$ cat config.mk
export PLATFORM = sky130hd
export DESIGN_NAME = async_fifo_reader
export DESIGN_NICKNAME = d
export VERILOG_FILES = /design/src/rtl/async_fifo_pkg.sv /design/src/rtl/async_fifo_sync.sv /design/src/rtl/async_fifo_reader.sv
export SDC_FILE = /design/constraint.sdc
export NUM_CORES = 1
export LEC_CHECK = 0
export BUFFER_PORTS_ARGS = -buffer_cell sky130_fd_sc_hd__buf_4
export CAP_MARGIN = 0
export CELL_PAD_IN_SITES_DETAIL_PLACEMENT = 1
export CELL_PAD_IN_SITES_GLOBAL_PLACEMENT = 1
export CORE_MARGIN = 2
export CORE_UTILIZATION = 39
export CTS_CLUSTER_SIZE = 28
export DETAILED_ROUTE_END_ITERATION = 10
export PLACE_DENSITY = 0.79
export SETUP_SLACK_MARGIN = 0.2
export SLEW_MARGIN = 20
export SYNTH_ARGS = -nofsm -noshare
export SYNTH_HDL_FRONTEND = slang
export SYNTH_HIERARCHICAL = 1
export SYNTH_SLANG_ARGS = --single-unit
$ cat constraint.sdc
create_clock -name clk -period 2.5 [get_ports clk]
set_clock_uncertainty 0.05 [all_clocks]
set_input_delay 0.25 -clock clk [delete_from_list [all_inputs] [get_ports clk]]
set_output_delay 0.25 -clock clk [all_outputs]
set_load 0.02 [all_outputs]
$ cat src/rtl/async_fifo_pkg.sv
// Shared helpers for both sides of the asynchronous FIFO.
// Gray conversions work on a 32-bit container; callers cast to their pointer width.
package async_fifo_pkg;

   function automatic logic [31:0] bin2gray(input logic [31:0] b);
      return b ^ (b >> 1);
   endfunction

   function automatic logic [31:0] gray2bin(input logic [31:0] g);
      logic [31:0] b;
      b[31] = g[31];
      for (int i = 30; i >= 0; i--) begin
         b[i] = b[i+1] ^ g[i];
      end
      return b;
   endfunction

endpackage

$ cat src/rtl/async_fifo_sync.sv
// Multi-flop synchronizer that carries a Gray-coded pointer into the local clock domain.
module async_fifo_sync #(
   parameter int WIDTH  = 4,
   parameter int STAGES = 2
) (
   input  logic             clk,
   input  logic             rst_n,
   input  logic [WIDTH-1:0] d,
   output logic [WIDTH-1:0] q
);

   logic [WIDTH-1:0] stage [STAGES];

   always_ff @(posedge clk or negedge rst_n) begin
      if (!rst_n) begin
         for (int i = 0; i < STAGES; i++) begin
            stage[i] <= '0;
         end
      end else begin
         stage[0] <= d;
         for (int i = 1; i < STAGES; i++) begin
            stage[i] <= stage[i-1];
         end
      end
   end

   assign q = stage[STAGES-1];

endmodule

$ cat src/rtl/async_fifo_reader.sv
// Read side of an asynchronous FIFO: synchronizes the write pointer, pops the external
// RAM into a registered output stage and publishes its own pointer in Gray code.
module async_fifo_reader #(
   parameter int ADDR_WIDTH  = 3,
   parameter int DATA_WIDTH  = 8,
   parameter int SYNC_STAGES = 2
) (
   input  logic                  clk,
   input  logic                  rst_n,
   input  logic [ADDR_WIDTH:0]   wptr_gray,
   output logic [ADDR_WIDTH:0]   rptr_gray,
   output logic [ADDR_WIDTH-1:0] raddr,
   input  logic [DATA_WIDTH-1:0] mem_rdata,
   output logic                  m_valid,
   input  logic                  m_ready,
   output logic [DATA_WIDTH-1:0] m_data,
   output logic                  empty,
   output logic [ADDR_WIDTH:0]   rd_count
);

   import async_fifo_pkg::*;

   localparam int PW = ADDR_WIDTH + 1;

   logic [PW-1:0] wptr_sync;
   logic [PW-1:0] rbin;
   logic [PW-1:0] rbin_next;
   logic          ram_empty;
   logic          pop;

   async_fifo_sync #(
      .WIDTH  (PW),
      .STAGES (SYNC_STAGES)
   ) u_sync (
      .clk   (clk),
      .rst_n (rst_n),
      .d     (wptr_gray),
      .q     (wptr_sync)
   );

   // rptr_gray always mirrors rbin, so comparing Gray pointers directly detects empty.
   assign ram_empty = (rptr_gray == wptr_sync);
   assign pop       = !ram_empty && (!m_valid || m_ready);
   assign rbin_next = rbin + PW'(pop);
   assign raddr     = rbin[ADDR_WIDTH-1:0];
   assign empty     = !m_valid;

   always_ff @(posedge clk or negedge rst_n) begin
      if (!rst_n) begin
         rbin      <= '0;
         rptr_gray <= '0;
         rd_count  <= '0;
         m_valid   <= 1'b0;
         m_data    <= '0;
      end else begin
         rbin      <= rbin_next;
         rptr_gray <= PW'(bin2gray(32'(rbin_next)));
         rd_count  <= PW'(gray2bin(32'(wptr_sync))) - rbin;
         if (pop) begin
            m_data  <= mem_rdata;
            m_valid <= 1'b1;
         end else if (m_ready) begin
            m_valid <= 1'b0;
         end
      end
   end

endmodule

==> metrics.txt, run 1 <==
status finished clean; via count 675; static leakage about 0.73 nW; Tot GR Track Use 0.137; sum of negative setup slack 0 ns; 1st-pass router iterations 4; clock period minus worst slack 2.02 ns; Post-DRT Antenna Nets 0; Die W 57.7 µm; Cell variety after synth 15; CP startpoint kind register; row count 19; Via density between 4 and 5; port bufs 35; GRT overflow 0; Data arrival, critical path between 2 and 2.5 ns; share of cells above drive strength 1 0.419; Fill cells about 290; initial DRC count 2; Starting Density 0.408; DP HPWL 1570 µm; setup violators final 0; Synth Area per Inst approximately 15 µm²; chip height approximately 58 µm; mapped cell area approximately 1100 µm²; htree depth 1; DRT Wirelength 2010 µm; CTS root buffer clkbuf_4; CTS clk-pin slew, worst paths approximately 0.15 ns; drt drc 0; post-synthesis register bit count 28; global-route wire length before repair roughly 3400 µm; Max Cap Violations 0; core area 2760 µm²; pin count of the biggest net entering global routing 29; I/O pins 36; Slew HR 0.736; die area between 3000 and 4000 µm²; endpoints failing hold 0; Syn-to-layout area delta 31.8%; Hold/Removal Path Class in2reg; TritonCTS clock tree done; Ant. Diodes 0; register area share after synthesis 0.623; Cells after Synth 77; VDD IR max between 0.5 and 0.6 mV; worst-margin pin slew around 0.39 ns; Final Util 0.538; CP Capture Type register; Num CTS Buffers 3; Post-CTS Resized 0; unrepaired setup endpoints after global routing false; GP Congestion roughly 0.7; Critical Path RT roughly 2.7 ns; Clock Latency Late Sink 0.33 ns; Slew Limit Fails 0; Final nets between 100 and 150; initial antenna violation count 0; critical path fanouts, max 10; Tcrit/Tclk final 0.810; number of global-route vias before repair 745; critical path class reg2reg; Syn Nets 98; Max Clk Rate between 0.4 and 0.5 GHz; Yosys warning total 6; Routed WL per cell around 14 µm; CTS sink count 28; Max Buffers Root-to-Sink 2; P per Cell Area 1180 nW/µm²
[synthesized netlist by cell type]
cell	count	area, µm²
nand3_1	1	5.00
mux2_2	8	90.1
xor2_1	10	87.6
a21oi_4	1	16.3
xnor2_1	5	43.8
a21oi_1	2	10.0
fa_1	1	20.0
o21ai_0	1	5.00
ha_1	5	62.6
nor4_2	1	12.5
dfrtp_1	28	701
a21o_1	1	7.51
inv_1	8	30.0
nand2_1	1	3.75
buf_4	4	30.0
[sequential cells by signal, summed over array words and instances (netlist names)]
name and flops:
m_valid 1, rptr_gray 3, u_sync/q 4, m_data 8, rd_count 4, u_sync/stage 4
rbin 4
[critical path, cell delays in order, from the launching register on]
cell     delay (ns)
dfrtp_1        0.47
xor2_1         0.29
nor4_2         0.12
a21oi_4        0.31
ha_1           0.26
nand2_1        0.07
xnor2_1        0.24
xor2_1         0.16
[power breakdown]
part	switching (mW)	leakage (nW)	internal, mW
clock	0.135	0.0210	0.0892
sequential	0.116	0.324	0.602
combinational	0.427	0.383	0.380
total	0.677	0.728	1.07
[through the flow]
step	worst slack (ns)	hold slack (ns)	total power, mW	std cells	cell area, µm²
2_1_floorplan	0.578	-0.0956	1.21	77	1120
3_3_place_gp	0.504	0.132	1.51	139	1400
3_5_place_dp	0.454	0.136	1.55	139	1400
4_1_cts	0.430	0.0326	1.78	148	1480
5_1_grt	0.281	0.0188	1.87	148	1480
6_report	0.475	0.0383	1.75	148	1480
[cells by family after synthesis]
kind of cell             after synthesis  share of synthesized area
AO/OA/AOI/OAI                          5                     0.0345
XOR/XNOR                              15                      0.117
adder cells (fa/ha/maj)                6                     0.0734
buffers and inverters                 12                     0.0534
flip-flops                            28                      0.623
multiplexers                           8                     0.0801
AND/OR/NAND/NOR                        3                     0.0189
[path summary, 6_finish.rpt]
check	from	endpoint	slack [ns]	cells past startpoint
min reg2reg	u_sync/stage[4]	u_sync/q[0]	0.32	0
max reg2reg	rbin[3]	rptr_gray[1]	0.48	7
min	m_ready	m_valid	0.04	2
max	rbin[3]	rptr_gray[1]	0.48	7
max in group asynchronous	rst_n	m_data[4]	1.86	2
min in group asynchronous	rst_n	rd_count[3]	0.29	2
[what timing repair did]
item | in CTS | in global routing
setup buffers | 0 | 0
hold endpoints to repair | 32 | 0
hold buffers | 5 | 0
[cell usage in the layout, fill, tap and decap left out]
master	count
a21o_1	1
a21oi_1	2
a21oi_4	1
buf_4	35
clkbuf_4	3
clkbuf_8	1
dfrtp_1	28
dlygate4sd3_1	5
fa_1	1
ha_1	5
inv_1	8
mux2_2	8
nand2_1	1
nand3_1	1
nor4_2	1
o21ai_0	1
xnor2_1	5
xor2_1	10
[metal layers]
| metal | vias up | part of all wire | global-route usage |
|---|---|---|---|
| met2 | 17 | 0.54 | 0.237 |
| met1 | 333 | 0.39 | 0.166 |
| met3 | 4 | 0.041 | 0.0223 |
| met5 | - | 0 | 0 |
| met4 | 0 | 0.023 | 0.0698 |
| li1 | 321 | - | - |
[area by class of cell]
type | instances | area (µm²) | area share
inverter | 8 | 30.0 | 0.0203
sequential | 28 | 701 | 0.473
timing repair buffer | 40 | 313 | 0.211
tap | 31 | 38.8 | 0.0262
clock buffer | 4 | 36.3 | 0.0245
multi-input combinational | 37 | 364 | 0.246
Note: power is estimated with default switching activity, not from simulation.
==> run 2: changes to the inputs <==
- ABC_AREA: default -> 1
- CORE_UTILIZATION: 39 -> 38
- PLACE_DENSITY: 0.79 -> 0.8
- clock period: 2.5 -> 1.9 ns (I/O delays scaled with it)
==> run 2 against run 1 <==
Register-to-register slack worse by 0.44 ns. Setup slack worse by 0.44 ns. Non-clock buffer count is 12 higher. Routed wire length is 33% higher. Synthesized cell count is 57% higher. Final cell count is 46% higher. Die area is 11% higher. Combinational power is 85% higher. Total power is 63% higher. Global-route usage is 2.4 points higher. Worst hold slack better by 0.0063 ns.
==> metrics.txt, run 2 <==
Post-DRT Antenna Nets 0 (unchanged); Starting Density 0.400 (was 0.408); core area 3080 µm² (was 2760 µm²); CTS clk-pin slew, worst paths 0.15 ns (about the same); VDD IR max 0.612 mV (was 0.555 mV); Data arrival, critical path 2.05 ns (was 2.25 ns); Synth Area per Inst 10.2 µm² (was 14.6 µm²); chip height 60.9 µm (was 57.7 µm); Cell variety after synth 20 (was 15); Final nets 194 (was 139); I/O pins 36 (unchanged); most common cell after layout, fill and taps aside buf_4 (unchanged); top_reg_cell synth dfrtp_1 (unchanged); via count 960 (was 675); Gate power share 0.525 (was 0.461); capturing point of the worst reg2reg path rd_count[1] (was rptr_gray[1]); setup violators final 0 (unchanged); Clk pwr share 0.133 (was 0.128); Largest register FFs 8 (unchanged); most frequent cells in the layout 47 x buf_4, 31 x nand2_1, 26 x dfrtp_1 (was 35 x buf_4, 28 x dfrtp_1, 10 x xor2_1); row count 20 (was 19); Routed WL per cell 12.4 µm (was 13.6 µm); Post-Synth Adder-Cell Area 0.0671 (was 0.0734); simple-gate portion of the synthesized area 0.214 (was 0.0189); port bufs 35 (unchanged); global-route wire length before repair 4350 µm (was 3430 µm); worst-margin pin slew 0.343 ns (was 0.393 ns); Slowest-stage cell, CP fa_2 (was dfrtp_1); CP Capture Type register (unchanged); synth top area cells dfrtp_1 57%, nand2_1 12%, ha_1 5.1% (was dfrtp_1 62%, mux2_2 8.0%, xor2_1 7.8%); synth cell count leaders 39 x nand2_1, 28 x dfrtp_1, 14 x inv_1 (was 28 x dfrtp_1, 10 x xor2_1, 8 x inv_1, 8 x mux2_2); number of global-route vias before repair 996 (was 745); Max Buffers Root-to-Sink 2 (unchanged); clock period minus worst slack 1.87 ns (was 2.02 ns); Pint 1.71 mW (was 1.07 mW); Slew Limit Fails 0 (unchanged); Synth top area share 0.569 (was 0.623); Synth Area in XOR/XNOR 0.0559 (was 0.117); Max Clk Rate 0.535 GHz (was 0.494 GHz); sequential power share 0.342 (was 0.411); Tcrit/Tclk final 0.984 (was 0.810); hold_sp mem_rdata[2] (was m_ready); cells on worst reg2reg path 11 (was 7); P per Cell Area 1620 nW/µm² (was 1180 nW/µm²); unrepaired setup endpoints after global routing true (was false); DP HPWL 1980 µm (was 1570 µm); register area 703 µm² (was 701 µm²); Hold Path Depth 3 (was 2); mapped cell area 1230 µm² (was 1120 µm²); post-synthesis register bit count 28 (unchanged); GRT overflow 0 (unchanged); die area 3710 µm² (was 3330 µm²); Syn-to-layout area delta 42.8% (was 31.8%); Async S/R FF share, synth 1.00 (unchanged); Top reg by flops m_data (unchanged); Via density 4.44 (was 4.56); max incr delay on CP 0.52 ns (was 0.47 ns); Num CTS Buffers 3 (unchanged); share of cells above drive strength 1 0.477 (was 0.419); Max Cap Violations 0 (unchanged); Tot GR Track Use 0.161 (was 0.137); Sw Share 0.397 (was 0.387); static leakage 0.931 nW (was 0.728 nW); worst r2r src u_sync/q[2] (was rbin[3]); CTS sink count 28 (unchanged); Compound-Gate Fraction of Synth Area 0.00813 (was 0.0345); CP startpoint kind register (unchanged); post-synthesis mux area share 0 (was 0.0801); CP dominant cell by count nand2_2 (was xor2_1); GP Congestion 0.822 (was 0.680); largest area contributor in the netlist dfrtp_1 (unchanged); Syn Nets 142 (was 98); pin count of the biggest net entering global routing 29 (unchanged); drt drc 0 (unchanged); Final Non-Filler Cells 216 (was 148); multi-input logic area 480 µm² (was 364 µm²); TritonCTS clock tree done (unchanged); Slew HR 0.771 (was 0.736); Placed Cells 197 (was 139); htree depth 1 (unchanged); initial DRC count 6 (was 2); Ant. Diodes 0 (unchanged); reg2reg setup slack 0.03 ns (was 0.48 ns); count leader, synth nand2_1 (was dfrtp_1); Clock Latency Late Sink 0.32 ns (was 0.33 ns); fin area 1760 µm² (was 1480 µm²); Die W 60.9 µm (was 57.7 µm); Endpoint, Worst Hold m_data[2] (was m_valid); DRT Wirelength 2680 µm (was 2010 µm); number of synthesized flops with an enable pin 0 (unchanged); area after detailed placement 1530 µm² (was 1400 µm²); critical path fanouts, max 3 (was 10); register area share after synthesis 0.569 (was 0.623); critical path class reg2reg (unchanged); Sw Pwr 1.13 mW (was 0.677 mW); CTS root buffer clkbuf_4 (unchanged); Cells after Synth 121 (was 77); initial antenna violation count 0 (unchanged); Critical Path RT 2.08 ns (was 2.72 ns); combinational family with the most area after synthesis simple AND/OR/NAND/NOR gates (was XOR/XNOR gates); Hold/Removal Path Class in2reg (unchanged); Final Util 0.571 (was 0.538); Fill cells 364 (was 285); status finished clean (unchanged); endpoints failing hold 0 (unchanged); Yosys warning total 6 (unchanged); 1st-pass router iterations 3 (was 4); Cell Chain, Critical Path inv_2 -> nand2_2 -> nand2_2 -> nand2_2 -> nand2_2 -> nand2_1 -> nand2_1 -> inv_1 -> ha_2 -> fa_2 -> inv_1 (was xor2_1 -> nor4_2 -> a21oi_4 -> ha_1 -> nand2_1 -> xnor2_1 -> xor2_1)
-- run 2: changes by cell type after synthesis, sizes merged, moves of 2 or more --
| cell | delta |
|---|---|
| inv | +9 |
| xnor2 | -2 |
| nand2 | +42 |
| xor2 | -6 |
| a21oi | -2 |
| mux2 | -8 |
| nor2 | +2 |
| nand3 | +9 |
-- run 2: how the worst max path moves through the flow --
stage | end | from | cells past startpoint
6_report | rd_count[1] | u_sync/q[2] | 11
5_1_grt | rd_count[1] | u_sync/q[2] | 11
4_1_cts | rd_count[2] | u_sync/q[2] | 11
3_5_place_dp | rd_count[2] | u_sync/q[3] | 11
3_3_place_gp | rd_count[2] | u_sync/q[3] | 11
2_1_floorplan | rd_count[2] | u_sync/q[3] | 12
-- run 2: metrics by stage --
step	hold slack, ns	setup slack (ns)	total power, mW	setup TNS, ns
after floorplan	-0.156	0.169	1.78	0
after global placement	0.0774	0.190	2.23	0
after detailed placement	0.0810	0.0795	2.28	0
after CTS	0.0355	0.0829	2.78	0
after global routing	0.0286	-0.0702	3.06	-0.113
final	0.0446	0.0305	2.84	0
-- run 2: what timing repair did --
| action | CTS | global route |
|---|---|---|
| buffers inserted | 6 | 4 |
| hold buffers | 5 | 0 |
| resized for setup | 7 | 7 |
| pin swaps | 6 | 7 |
| endpoints found under the setup margin | 5 | 7 |
| hold endpoints to repair | 32 | 0 |
-- run 2: power by group through the flow --
stage               combinational (mW)  sequential (mW)  clock [mW]
floorplan                        0.573             1.20           0
global placement                  1.25            0.980           0
detailed placement                1.30            0.988           0
CTS                               1.41            0.975       0.394
global route                      1.63             1.01       0.419
finish                            1.49            0.972       0.379
-- run 2: cells by family (layout without fill, tap and decap cells) --
group           count (synthesis)  after routing
buf+inv                        22             73
simple gates                   56             56
flops                          28             28
fa+ha+maj                       6              6
xor+xnor                        7              7
compound gates                  2              2
-- run 2: worst max-delay path, delay by kind of cell, from the launching register on --
kind / cells / cell delay (ns)
adders and majority gates: 2 / 0.70
DFF: 1 / 0.44
and+or+nand+nor: 6 / 0.43
buffers and inverters: 3 / 0.15
-- run 2: area by class of cell --
class | instances | share of cell area
sequential | 28 | 0.400
multi-input combinational | 71 | 0.273
timing repair buffer | 52 | 0.229
inverter | 17 | 0.0363
tap | 44 | 0.0313
clock inverter | 1 | 0.0171
clock buffer | 3 | 0.0128
-- run 2: per-layer routing --
layer | wire length [µm] | GRT usage
met4 | 22 | 0.0590
met5 | 0 | 0
met1 | 1010 | 0.186
met3 | 148 | 0.0320
met2 | 1490 | 0.295
==> run 3: changes to the inputs <==
- MAX_ROUTING_LAYER: default -> met4
==> run 3 against run 2 <==
Worst hold slack better by 0.0016 ns. Utilization stayed put. Combinational power hardly changed. Sequential share of layout area stayed put. Total power hardly changed.
==> metrics.txt, run 3 (synthesis gave the netlist of run 2 again) <==
Slowest-stage cell, CP fa_2 (unchanged); endpoints failing hold 0 (unchanged); number of global-route vias before repair 991 (was 996); Routed WL per cell 12.4 µm (about the same); Max Cap Violations 0 (unchanged); Final nets 194 (unchanged); GRT overflow 0 (unchanged); setup violators final 0 (unchanged); Max Buffers Root-to-Sink 2 (unchanged); Post-DRT Antenna Nets 0 (unchanged); critical path class reg2reg (unchanged); worst-margin pin slew 0.350 ns (was 0.343 ns); DP HPWL 1980 µm (unchanged); CP startpoint kind register (unchanged); share of cells above drive strength 1 0.477 (unchanged); Hold Path Depth 3 (unchanged); most frequent cells in the layout 47 x buf_4, 31 x nand2_1, 26 x dfrtp_1 (unchanged); Syn-to-layout area delta 42.8% (unchanged); Ant. Diodes 0 (unchanged); I/O pins 36 (unchanged); most common cell after layout, fill and taps aside buf_4 (unchanged); CTS root buffer clkbuf_4 (unchanged); global-route wire length before repair 4350 µm (unchanged); CP Capture Type register (unchanged); Via density 4.44 (about the same); P per Cell Area 1620 nW/µm² (about the same); unrepaired setup endpoints after global routing true (unchanged); Num CTS Buffers 3 (unchanged); max incr delay on CP 0.52 ns (about the same); CTS sink count 28 (unchanged); die area 3710 µm² (unchanged); Top reg by flops m_data (unchanged); initial DRC count 5 (was 6); CTS clk-pin slew, worst paths 0.14 ns (was 0.15 ns); Data arrival, critical path 2.05 ns (about the same); Max Clk Rate 0.536 GHz (was 0.535 GHz); status finished clean (unchanged); critical path fanouts, max 3 (unchanged); cells on worst reg2reg path 11 (unchanged); static leakage 0.931 nW (unchanged); Final Non-Filler Cells 216 (unchanged); Slew HR 0.767 (was 0.771); GP Congestion 0.834 (was 0.822); Critical Path RT 2.08 ns (about the same); Clock Latency Late Sink 0.31 ns (was 0.32 ns); Hold/Removal Path Class in2reg (unchanged); port bufs 35 (unchanged); core area 3080 µm² (unchanged); Die W 60.9 µm (unchanged); Cell Chain, Critical Path inv_2 -> nand2_2 -> nand2_2 -> nand2_2 -> nand2_2 -> nand2_1 -> nand2_1 -> inv_1 -> ha_2 -> fa_2 -> inv_1 (unchanged); Critical path origin u_sync/q[2] (unchanged); DRT Wirelength 2680 µm (about the same); VDD IR max 0.612 mV (about the same); drt drc 0 (unchanged); pin count of the biggest net entering global routing 29 (unchanged); Final Power 2.84 mW (about the same); Tot GR Track Use 0.167 (was 0.161); clock period minus worst slack 1.87 ns (about the same); Slew Limit Fails 0 (unchanged); htree depth 1 (unchanged); row count 20 (unchanged); initial antenna violation count 0 (unchanged); Tcrit/Tclk final 0.982 (was 0.984); chip height 60.9 µm (unchanged); Placed Cells 197 (unchanged); TritonCTS clock tree done (unchanged); CP dominant cell by count nand2_2 (unchanged); 1st-pass router iterations 3 (unchanged); via count 958 (was 960); Largest register FFs 8 (unchanged); worst r2r src u_sync/q[2] (unchanged); Final Util 0.571 (unchanged); Starting Density 0.400 (unchanged); hold_sp mem_rdata[4] (was mem_rdata[2])
run 3: cell counts in the layout (fill, tap and decap cells not counted):
Identical to the previous run, type by type.
run 3: metrics by stage:
stage	instance area, µm²	setup WS [ns]	setup TNS [ns]	hold WS (ns)
2_1_floorplan	1250	0.169	0	-0.156
3_3_place_gp	1530	0.190	0	0.0774
3_5_place_dp	1530	0.0795	0	0.0810
4_1_cts	1700	0.0829	0	0.0355
5_1_grt	1760	-0.0702	-0.113	0.0286
6_report	1760	0.0333	0	0.0462
run 3: area by class of cell:
| cell class | instances | area (µm²) |
|---|---|---|
| Clock inverter | 1 | 30.0 |
| Sequential cell | 28 | 703 |
| Tap cell | 44 | 55.1 |
| Inverter | 17 | 63.8 |
| Timing Repair Buffer | 52 | 403 |
| Multi-Input combinational cell | 71 | 480 |
| Fill cell | 364 | 1320 |
| Clock buffer | 3 | 22.5 |
run 3: final timing paths:
kind / to / slack (ns)
min in group asynchronous: rd_count[2] / 0.25
worst min-delay path: m_data[4] / 0.05
worst max register to register: rd_count[1] / 0.03
max in group asynchronous: m_valid / 1.27
worst max-delay path: rd_count[1] / 0.03
worst min register to register: u_sync/q[0] / 0.32
run 3: metal layers:
layer	up-vias	GRT usage	wire length, µm
li1	459	-	-
met4	0	0.0590	22
met2	30	0.293	1480
met5	-	-	0
met3	4	0.0277	130
met1	465	0.190	1040
run 3: critical path: cells and delay by family, from the launching register on:
family        cells  cell delay, ns
buf+inv           3            0.15
flops             1            0.44
fa+ha+maj         2            0.70
simple gates      6            0.43
run 3: repair_timing:
action,CTS,global route
pin swaps,6,7
setup buffers,6,4
hold buffers,5,0
resized for setup,7,7
endpoints found under the hold margin,32,0
setup endpoints to repair,5,7
run 3: where the power goes:
part           total [mW]  internal [mW]  switching (mW)  leakage, nW
Combinational        1.49          0.687           0.803        0.577
Clock               0.378          0.213           0.165       0.0279
Sequential          0.972          0.813           0.159        0.326
